`src/rtl/wm_pkg.sv`:
```
// Shared phase codes, FSM state encoding and the time-counter width for the
// washer-machine phase timer.
package wm_pkg;

  localparam int unsigned TIME_W = 16;

  localparam logic [2:0] PH_NONE  = 3'd0;
  localparam logic [2:0] PH_SOAK  = 3'd1;
  localparam logic [2:0] PH_WASH  = 3'd2;
  localparam logic [2:0] PH_RINSE = 3'd3;
  localparam logic [2:0] PH_SPIN  = 3'd4;

  typedef logic [2:0] wm_state_t;

  localparam wm_state_t ST_IDLE  = 3'd0;
  localparam wm_state_t ST_LOAD  = 3'd1;
  localparam wm_state_t ST_RUN   = 3'd2;
  localparam wm_state_t ST_PAUSE = 3'd3;
  localparam wm_state_t ST_DONE  = 3'd4;

  // Operation vector is {spin, rinse, wash, soak}; anything not one-hot maps to none.
  function automatic logic [2:0] op_to_phase(input logic [3:0] op);
    case (op)
      4'b0001: return PH_SOAK;
      4'b0010: return PH_WASH;
      4'b0100: return PH_RINSE;
      4'b1000: return PH_SPIN;
      default: return PH_NONE;
    endcase
  endfunction

  function automatic logic op_multi(input logic [3:0] op);
    return (op & (op - 4'd1)) != 4'd0;
  endfunction

endpackage

```
`src/rtl/wm_tick_prescaler.sv`:
```
// Tick prescaler: one-cycle tick every DIV enabled cycles; clear restarts the
// period and a low enable freezes the count.
module wm_tick_prescaler #(
  parameter int unsigned DIV = 50000
) (
  input  logic clk_i,
  input  logic rst_i,
  input  logic en_i,
  input  logic clear_i,
  output logic tick_o
);

  localparam int unsigned CNT_W = (DIV > 1) ? $clog2(DIV) : 1;
  localparam logic [CNT_W-1:0] LAST = CNT_W'(DIV - 1);

  logic [CNT_W-1:0] cnt_q, cnt_d;

  assign tick_o = en_i && (cnt_q == LAST);

  always_comb begin
    cnt_d = cnt_q;
    if (clear_i || tick_o) begin
      cnt_d = '0;
    end else if (en_i) begin
      cnt_d = cnt_q + CNT_W'(1);
    end
  end

  always_ff @(posedge clk_i) begin
    if (rst_i) begin
      cnt_q <= '0;
    end else begin
      cnt_q <= cnt_d;
    end
  end

endmodule

```
`src/rtl/wm_phase_timer.sv`:
```
// Washer phase timer: times each controller operation phase and pulses phase_Done.
// Optional lid pause (RUN <-> PAUSE with frozen timing) is built with WM_LID_PAUSE_EN.
module wm_phase_timer
  import wm_pkg::*;
#(
  parameter int unsigned TICK_DIV    = 50000,
  parameter int unsigned SOAK_TICKS  = 600,
  parameter int unsigned WASH_TICKS  = 900,
  parameter int unsigned RINSE_TICKS = 300,
  parameter int unsigned SPIN_TICKS  = 240
) (
  input  logic              clock,
  input  logic              reset,
  input  logic              soak_Operation,
  input  logic              wash_Operation,
  input  logic              rinse_Operation,
  input  logic              spin_Operation,
  input  logic              lid,
  input  logic              cancel,
  output logic              phase_Done,
  output logic [TIME_W-1:0] time_Remaining,
  output logic [2:0]        phase_Code,
  output logic              op_Error
);

  logic [3:0]        op_q;
  wm_state_t         state_q, state_d;
  logic [2:0]        phase_q, phase_d;
  logic [TIME_W-1:0] cnt_q, cnt_d;
  logic              err_q, err_d;
  logic              done_q;

  logic [2:0] op_code;
  logic       op_bad;
  logic       run_en;
  logic       presc_clear;
  logic       tick;

  assign op_code = op_to_phase(op_q);
  assign op_bad  = op_multi(op_q);

  function automatic logic [TIME_W-1:0] ticks_for(input logic [2:0] ph);
    case (ph)
      PH_SOAK:  return TIME_W'(SOAK_TICKS);
      PH_WASH:  return TIME_W'(WASH_TICKS);
      PH_RINSE: return TIME_W'(RINSE_TICKS);
      PH_SPIN:  return TIME_W'(SPIN_TICKS);
      default:  return '0;
    endcase
  endfunction

`ifdef WM_LID_PAUSE_EN
  // The prescaler counts in PAUSE as well, so the cycle the lid closes is not lost.
  assign run_en = ((state_q == ST_RUN) || (state_q == ST_PAUSE)) && !lid;
`else
  assign run_en = (state_q == ST_RUN);
  logic unused_lid;
  assign unused_lid = lid;
`endif

  assign presc_clear = (state_q != ST_RUN) && (state_q != ST_PAUSE);

  wm_tick_prescaler #(
    .DIV(TICK_DIV)
  ) u_prescaler (
    .clk_i   (clock),
    .rst_i   (reset),
    .en_i    (run_en),
    .clear_i (presc_clear),
    .tick_o  (tick)
  );

  always_comb begin
    state_d = state_q;
    phase_d = phase_q;
    cnt_d   = cnt_q;
    err_d   = err_q;
    if (cancel) begin
      state_d = ST_IDLE;
      phase_d = PH_NONE;
      cnt_d   = '0;
    end else if (op_bad) begin
      err_d   = 1'b1;
      state_d = ST_IDLE;
      phase_d = PH_NONE;
      cnt_d   = '0;
    end else begin
      case (state_q)
        ST_IDLE: begin
          if (!err_q && (op_code != PH_NONE)) begin
            state_d = ST_LOAD;
            phase_d = op_code;
          end
        end
        ST_LOAD: begin
          cnt_d   = ticks_for(phase_q);
          state_d = (cnt_d == '0) ? ST_DONE : ST_RUN;
        end
        ST_RUN, ST_PAUSE, ST_DONE: begin
          // A phase change abandons the current phase without a done pulse.
          if (op_code != phase_q) begin
            if (op_code == PH_NONE) begin
              state_d = ST_IDLE;
              phase_d = PH_NONE;
              cnt_d   = '0;
            end else begin
              state_d = ST_LOAD;
              phase_d = op_code;
            end
          end else if (state_q != ST_DONE) begin
`ifdef WM_LID_PAUSE_EN
            state_d = lid ? ST_PAUSE : ST_RUN;
`endif
            if (tick) begin
              if (cnt_q != '0) begin
                cnt_d = cnt_q - TIME_W'(1);
              end
              if (cnt_q <= TIME_W'(1)) begin
                state_d = ST_DONE;
              end
            end
          end
        end
        default: begin
          state_d = ST_IDLE;
          phase_d = PH_NONE;
          cnt_d   = '0;
        end
      endcase
    end
  end

  always_ff @(posedge clock) begin
    if (reset) begin
      op_q    <= '0;
      state_q <= ST_IDLE;
      phase_q <= PH_NONE;
      cnt_q   <= '0;
      err_q   <= 1'b0;
      done_q  <= 1'b0;
    end else begin
      op_q    <= {spin_Operation, rinse_Operation, wash_Operation, soak_Operation};
      state_q <= state_d;
      phase_q <= phase_d;
      cnt_q   <= cnt_d;
      err_q   <= err_d;
      done_q  <= (state_d == ST_DONE) && (state_q != ST_DONE);
    end
  end

  assign phase_Done     = done_q;
  assign time_Remaining = cnt_q;
  assign phase_Code     = phase_q;
  assign op_Error       = err_q;

endmodule

```
`config.mk`:
```
export PLATFORM = sky130hd
export DESIGN_NAME = wm_phase_timer
export DESIGN_NICKNAME = d
export VERILOG_FILES = /design/src/rtl/wm_pkg.sv /design/src/rtl/wm_tick_prescaler.sv /design/src/rtl/wm_phase_timer.sv
export SDC_FILE = /design/constraint.sdc
export NUM_CORES = 1
export LEC_CHECK = 0
export ABC_AREA = 0
export ABC_CLOCK_PERIOD_IN_PS = 6810
export BUFFER_PORTS_ARGS = -buffer_cell sky130_fd_sc_hd__buf_2
export CORE_ASPECT_RATIO = 0.5
export CORE_MARGIN = 2
export CORE_UTILIZATION = 38
export DETAILED_ROUTE_END_ITERATION = 6
export PLACE_DENSITY_LB_ADDON = 0.3
export RECOVER_POWER = 100
export SYNTH_ARGS = -nofsm -noshare
export SYNTH_HDL_FRONTEND = slang
export SYNTH_SLANG_ARGS = --single-unit
```
`constraint.sdc`:
```
create_clock -name clock -period 6.81 [get_ports clock]
set_clock_uncertainty 0.2 [all_clocks]
set_input_delay 0.681 -clock clock [delete_from_list [all_inputs] [get_ports clock]]
set_output_delay 0.681 -clock clock [all_outputs]
set_load 0.05 [all_outputs]
```
**Word-level counts from Yosys, hierarchy flattened**

Index checks and enable logic that the tools add are counted.
Widths: inputs -> output; s select.

- $add $sub $neg: 3
- $lt $le $gt $ge: 1
- Eq/ne operators: 24
- Muxes and demuxes: 25
- Bitwise gates (word level): 4
- Reduce and logical (&&, ||, !) cells: 18

Operator list:

| kind | number |
|---|---|
| $mux 16 | 8 |
| $pmux 16 s3 | 1 |
| $pmux 10 s4 | 1 |
| $mux 3 | 11 |
| $pmux 3 s3 | 2 |
| $add 16x1->16 const B | 1 |
| $eq 16x16->1 const B | 1 |
| $le 16x1->1 const B | 1 |
| $logic_not 16->1 | 1 |
| $reduce_bool 16->1 | 1 |
| $sub 16x1->16 const B | 1 |
| $eq 3x2->1 const B | 4 |
| $ne 3x3->1 const B | 4 |
| $pmux 3 s4 | 1 |
| $eq 3x3->1 const B | 3 |
| $ne 3x2->1 const B | 3 |
| $eq 3x1->1 const B | 2 |
| $logic_not 3->1 | 2 |
| $reduce_or 3->1 | 2 |
| $reduce_and 5->1 | 1 |
| $and 4x4->4 | 1 |
| $eq 4x1->1 const B | 1 |
| $eq 4x2->1 const B | 1 |
| $eq 4x3->1 const B | 1 |
| other kinds (14) | 20 |

- Bits in registers: 44
- Input bits: 8
- Output and inout port bits: 21
- Logic and storage cells: 82

**Logic depth before layout (Yosys ltp)**

Gate-level depths: netlist of run 1.

- Depth after elaboration: 12
- Depth in mapped cells: 10
- Depth with buffers taken out: 9

**Cells and area by module**

From an unflattened synthesis of run 1, not the netlist that was laid out.

- Cell total of the unflattened synthesis: 300
- Area, all modules: 2511.2 µm²

By module, submodules not included:

| module | times used | cells each | area an instance (µm²) | sequential area each (µm²) |
|---|---|---|---|---|
| wm_phase_timer | 1 | 216 | 1770.4 | 560.5 |
| wm_tick_prescaler | 1 | 84 | 740.7 | 320.3 |

**Least setup slack after synthesis of run 1**

No wires, ideal clock.

- Path type: reg2reg
- From: register phase_q[0], in the netlist phase_Code[0]
- To: register cnt_q[15], in the netlist time_Remaining[15]
- Library setup time: 0.072 ns
- Arrival: 2.420 ns
- Data required time: 6.538 ns
- Setup slack: 4.118 ns
- Cell stages (with the launch flop): 10
- Path buffers: 2
- Period minus slack after synthesis: 2.692 ns
- Path through: dfxtp_1 buf_1 a22o_1 a21oi_1 nand3_1 a21oi_1 or3_1 buf_2 or3_1 a21oi_1

- Longest elaborated chain between the ends: 3
- Elaborated cells between the ends (all ways): 8
- Those cells by class: eq/ne (5); mux (2); reduce/logical (1)

RTL lines:

| element | RTL line | source |
|---|---|---|
| start, declared | wm_phase_timer.sv:28 | `logic [2:0] phase_q, phase_d;` |
| start signal, assigned | wm_phase_timer.sv:144 | `phase_q <= phase_d;` |
| $ne 3x3->1 (*) | wm_phase_timer.sv:101 | `if (op_code != phase_q) begin` |
| $ne 3x3->1 (no source line), or another cell as far along | - |  |
| $reduce_and 5->1 (no source line) / $pmux 16 s3 (equally long branches) | - |  |
| end signal, assigned | wm_phase_timer.sv:145 | `cnt_q <= cnt_d;` |
| end, declared | wm_phase_timer.sv:29 | `logic [TIME_W-1:0] cnt_q, cnt_d;` |

Every way passes the cells marked *; elsewhere a longest branch is shown, timed or not.
A chain may end at the register's enable or synchronous reset.

**Final worst setup path of run 1**

- From: register u_prescaler.cnt_q[4]
- To: register cnt_q[9], in the netlist time_Remaining[9]

- Longest elaborated chain between the ends: 4

RTL lines:

| element | RTL line | source |
|---|---|---|
| start, declared | wm_tick_prescaler.sv:16 | `logic [CNT_W-1:0] cnt_q, cnt_d;` |
| start signal, assigned | wm_tick_prescaler.sv:33 | `cnt_q <= cnt_d;` |
| $eq 16x16->1 | wm_tick_prescaler.sv:18 | `assign tick_o = en_i && (cnt_q == LAST);` |
| $logic_and 1x1->1 | wm_tick_prescaler.sv:18 |  |
| $ne 3x2->1 (no source line) | - |  |
| $reduce_and 5->1 (no source line) | - |  |

Every way passes these cells.

==> results of run 1 <==
## flip-flops by register name, summed over array words and instances (netlist names)
register	count
time_Remaining	16
u_prescaler.cnt_q	16
op_q	4
phase_Code	3
state_q	3
op_Error	1
phase_Done	1
## per-layer routing
metal  vias to the layer above  global-route usage [%]  wire (um)
li1                       1178                       -          -
met1                      1113                    18.3       2690
met2                        42                    30.4       2740
met3                         9                    3.19        198
met4                         0                    6.22         84
met5                         -                       0          0
## worst min-delay path: stages, from the launching register on
cell and delay (ps):
dfxtp_1 320, o21ai_0 70, a21oi_1 60
## cells in the final DEF (no fill, tap or decap), drive strengths merged, types with 3 or more instances in the layout
cell / count
xnor2: 9
and2: 5
or3: 4
nor3b: 3
nor2: 56
nand3: 10
o21ai: 13
xor2: 16
nand2: 24
buf: 5
mux2i: 5
a21oi: 19
a211oi: 3
a32o: 3
ha: 4
a31oi: 4
nor4: 5
dfxtp: 44
a21o: 3
nor3: 10
clkbuf: 28
inv: 12
nand4: 6
or4: 4
or2: 5
nor2b: 9
## kinds of logic (layout without fill, tap and decap cells)
group,count (synthesis),after routing,synth area share [%]
simple gates,152,152,30.8
compound gates,67,67,17.8
flops,44,44,34.5
buf+inv,28,47,4.36
xor+xnor,25,25,8.57
mux,5,5,1.96
fa+ha+maj,4,4,1.96
## power breakdown
group	internal (mW)	switching (mW)	leakage (nW)	total, mW
Clock	0.172	0.0953	0.0808	0.268
Combinational	0.0229	0.0384	0.551	0.0613
Sequential	0.261	0.00750	0.356	0.268
## metrics by stage
stage                     hold slack (ps)  power (mW)  util (%)
after global routing                  336       0.624      43.1
after detailed placement              306       0.336      41.6
after floorplan                       279       0.323         -
final                                 304       0.597      43.1
after global placement                293       0.335      41.6
after CTS                             315       0.606      44.1
## worst paths after layout
check | startpoint | depth (start not counted) | slack (ps) | end
setup / recovery | u_prescaler.cnt_q[4] | 8 | 2450 | time_Remaining[9]
hold / removal | time_Remaining[15] | 2 | 300 | time_Remaining[15]
setup reg to reg | u_prescaler.cnt_q[4] | 8 | 2450 | time_Remaining[9]
hold reg to reg | time_Remaining[15] | 2 | 300 | time_Remaining[15]
## cell type report
| cell class | instances | area [um^2] |
|---|---|---|
| Inverter | 12 | 45.0 |
| Sequential cell | 44 | 881 |
| Tap cell | 92 | 115 |
| Timing Repair Buffer | 27 | 108 |
| Clock buffer | 6 | 129 |
| Clock inverter | 2 | 35.0 |
| Multi-Input combinational cell | 253 | 1530 |
| Fill cell | 692 | 3750 |
==> results.md, run 1 <==
- Area Growth Syn to Fin: 11.2%
- Placed cell count: 428
- Worst-Margin Slew: between 2000 and 2500 ps
- Ys async rst share: 0%
- Total power per unit cell area: approximately 210 nW/um^2
- Mapped Cells: 325
- Cts bufs inserted: 5
- Final instance area: 2840 um^2
- First-pass GRT wire length: 9590 um
- Final Hold Viols: 0
- Core area: 6600 um^2
- Hold-fix buffers, CTS: 0
- RSZ-0062 raised after global routing: false
- WL final: 5710 um
- CP arrival: approximately 4300 ps
- CP Class: reg2reg
- Clk sinks: 44
- Yosys cell types: 59
- Die area: 7430 um^2
- Worst-Skew Late Latency: 280 ps
- Cell taking the most area after synthesis: dfxtp_1
- Seq/Total Area, Yosys: 34.5%
- Layout cells sized above 1: 4.94%
- Vias in the first global route: 2200
- Post-route setup slack: roughly 2500 ps
- LEAKAGE: approximately 0.99 nW
- Post-CTS setup buffer count: 0
- ANT nets after route: 0
- Element type at the critical path start: flip-flop
- Worst path required time: between 6000 and 7000 ps
- Primary FF master, synth: dfxtp_1
- Via/cell ratio: 5.37
- Top cell type's share of synthesized area: 34.5%
- CTS tree: yes
- Largest net degree at the start of global routing: 22
- Placement Setup Slack: 3450 ps
- CP Max Fanout: 21
- Dpl hpwl: 4140 um
- Drt pass-1 iters: 4
- WL/cell: 13.1 um
- Cell Count, Final, Fillers Out: 436
- H-Tree Depth: 2
- Antenna violations before repair: 0
- Top-count cell post-synth: nor2_1
- Total grt overflow: 0
- Slowest stage cell, crit path: nor3_1
- Final setup TNS: 0 ps
- Max-cap viol count: 1
- Rel. slew slack: -37.3%
- CTS root buf: clkbuf_16
- Fin crit share: 64.0%
- Post-CTS sizing: 0
- Final setup viols: 0
- Synth Cell Area: 2550 um^2
- Diode count: 0
- Violated checks: max-capacitance violations, max-slew violations
- Synth top cells by count: nor2_1, dfxtp_1, nand2_1, a21oi_1, xor2_1
- Yosys warns: 0
- Clock tree buffer depth: 2
- Syn Area/Cell: 7.86 um^2
- Syn Nets: 337
- Top cells by area, synth: dfxtp_1, nor2_1, xor2_1, a21oi_1, nand2_1
- Via count: between 2000 and 2500
- Minimum clock period: 4360 ps
- Worst min path class: reg2reg
- DIE HEIGHT: 62.0 um
- GRT Total Usage: 15.9%
- Port Buf Inserts: 27
- Slew Limit Fails: 22
- Peak supply drop: about 0.099 mV
- GP Congestion: 0.792
- CP Buf/Inv Count: 0
- Crit-path cells: or4_4, nor4_1, nand2_2, a41oi_1, nor2_1, nor3_1, o21ai_0, a32o_1
- Die X-Extent: 120 um
- DP Area: 2740 um^2
- DRT iter0 DRCs: 126
- Nets@finish: 355
- CP peak stage delay: 1540 ps
- Drt drc: 0
- Rows: 21
- Seq cells post-synth: 44
- EDFF count, synth: 0
- Top delay family on crit path: simple AND/OR/NAND/NOR gates
- Starting Density: approximately two fifths
- Run status: complete, but fails checks
- Crit end category: flip-flop
- Achievable clock frequency: 230 MHz
- Clock slew seen by the registers of the worst setup and hold paths: 60 ps
- Ports: 29
(Power assumes the default switching activity.)
==> inputs of run 2 (changes only) <==
--- a/config.mk
+++ b/config.mk
@@ -6,7 +6,7 @@
 export NUM_CORES = 1
 export LEC_CHECK = 0
 export ABC_AREA = 0
-export ABC_CLOCK_PERIOD_IN_PS = 6810
+export ABC_CLOCK_PERIOD_IN_PS = 4100
 export BUFFER_PORTS_ARGS = -buffer_cell sky130_fd_sc_hd__buf_2
 export CORE_ASPECT_RATIO = 0.5
 export CORE_MARGIN = 2
==> constraint.sdc (replaced) <==
create_clock -name clock -period 4.1 [get_ports clock]
set_clock_uncertainty 0.2 [all_clocks]
set_input_delay 0.41 -clock clock [delete_from_list [all_inputs] [get_ports clock]]
set_output_delay 0.41 -clock clock [all_outputs]
set_load 0.05 [all_outputs]
==> results.md, run 2 (synthesis gave the netlist of run 1 again) <==
- Die area: 7430 um^2
- CP peak stage delay: between 500 and 600 ps
- GP Congestion: ~0.83
- Area Growth Syn to Fin: 13.0%
- Run status: completed
- Top delay family on crit path: simple AND/OR/NAND/NOR gates
- Clk sinks: 44
- Crit end category: flip-flop
- Worst min path class: in2reg
- Drt pass-1 iters: 4
- Sequential cell area: roughly 880 um^2
- Core area: ~6600 um^2
- Leading cell types in the layout, fill and taps excluded: nor2_1, dfxtp_1, nand2_1
- WL/cell: 12.8 um
- Port Buf Inserts: 27
- Rows: 21
- Post-CTS setup buffer count: 0
- Diode count: 0
- CP arrival: 3310 ps
- Vias in the first global route: 2078
- Final setup viols: 0
- Commonest non-fill, non-tap cell in the layout: nor2_1
- Slew Limit Fails: 0
- Cts bufs inserted: 5
- WL final: between 5000 and 6000 um
- Via/cell ratio: 5.23
- Final Power: 1.05 mW
- Fin crit share: 81.4%
- Die X-Extent: 120 um
- Total grt overflow: 0
- Nets@finish: 356
- Rel. slew slack: between 40% and 50%
- LEAKAGE: ~1 nW
- Total power per unit cell area: 364 nW/um^2
- Element type at the critical path start: flip-flop
- Multi-input gate area: around 1500 um^2
- Slowest stage cell, crit path: or4_4
- Largest net degree at the start of global routing: 17
- Starting Density: 38.7%
- Ports: 29
- GRT Total Usage: 16.0%
- CP Class: reg2reg
- CP Max Fanout: 12
- Hold-fix buffers, CTS: 0
- CP Buf/Inv Count: 1
- CTS root buf: clkbuf_16
- Fill count: 635
- Dpl hpwl: 4120 um
- DRT iter0 DRCs: 102
- Max-cap viol count: 0
- Clock tree buffer depth: 2
- Achievable clock frequency: 300 MHz
- Clock slew seen by the registers of the worst setup and hold paths: 60 ps
- ANT nets after route: 0
- Worst path required time: 4080 ps
- Minimum clock period: 3340 ps
- Final Hold Viols: 0
- First-pass GRT wire length: 9450 um
- Crit-path cells: or4_4, nor4_1, nand2_2, a41oi_1, nor2_1, nor3_2, buf_4, o21ai_0, a32o_1
- Final setup TNS: 0 ps
- Worst-Skew Late Latency: 290 ps
- Worst-Margin Slew: approximately 800 ps
- DIE HEIGHT: 62.0 um
- Via count: 2280
- Layout cells sized above 1: 5.81%
- RSZ-0062 raised after global routing: false
- CTS tree: yes
- Post-CTS sizing: 0
- Drt drc: 0
- Peak supply drop: 0.166 mV
- Antenna violations before repair: 0
- H-Tree Depth: 2
## run 2: cell count changes in the layout (fill, tap and decap cells not counted)
cell       change
buf_4          +1
bufinv_16      +1
clkbuf_1       -1
clkinv_2       -1
nor3_1         -2
nor3_2         +1
nor3_4         +1
## run 2: layout make-up
class / instances / share of cell area [%]
tap: 92 / 3.99
multi-input combinational: 253 / 53.5
clock buffer: 5 / 4.34
timing repair buffer: 28 / 3.99
sequential: 44 / 30.5
inverter: 12 / 1.56
clock inverter: 2 / 2.08
## run 2: path summary, 6_finish.rpt
path,start,endpoint,slack [ps],cells past startpoint
max,u_prescaler.cnt_q[4],time_Remaining[9],760,9
min,rinse_Operation,op_q[2],130,2
max reg2reg,u_prescaler.cnt_q[4],time_Remaining[9],760,9
min reg2reg,time_Remaining[15],time_Remaining[15],310,2
## run 2: worst reg2reg max path: stages (launching register included)
cell	delay (ps)
dfxtp_1	340
or4_4	530
nor4_1	490
nand2_2	150
a41oi_1	230
nor2_1	100
nor3_2	520
buf_4	290
o21ai_0	100
a32o_1	280
## run 2: report_power, final
part	total, mW	internal, mW	switching, mW
registers	0.446	0.433	0.0126
logic	0.104	0.0386	0.0652
clock network	0.502	0.345	0.156
## run 2: through the flow
step	std cells	hold slack [ps]	setup WS (ps)	instance area [um^2]	util (%)
floorplan	325	279	1410	2550	-
global placement	429	294	1040	2750	41.7
detailed placement	429	306	1010	2750	41.7
CTS	436	131	1010	2940	44.5
global route	436	159	487	2890	43.7
finish	436	135	764	2890	43.7
## run 2: layer usage
layer	global-route usage, %	vias to the layer above	routed length (um)
met5	0	-	0
met4	5.38	0	68
met3	3.65	9	215
met2	29.1	33	2600
met1	19.5	1060	2710
li1	-	1178	-
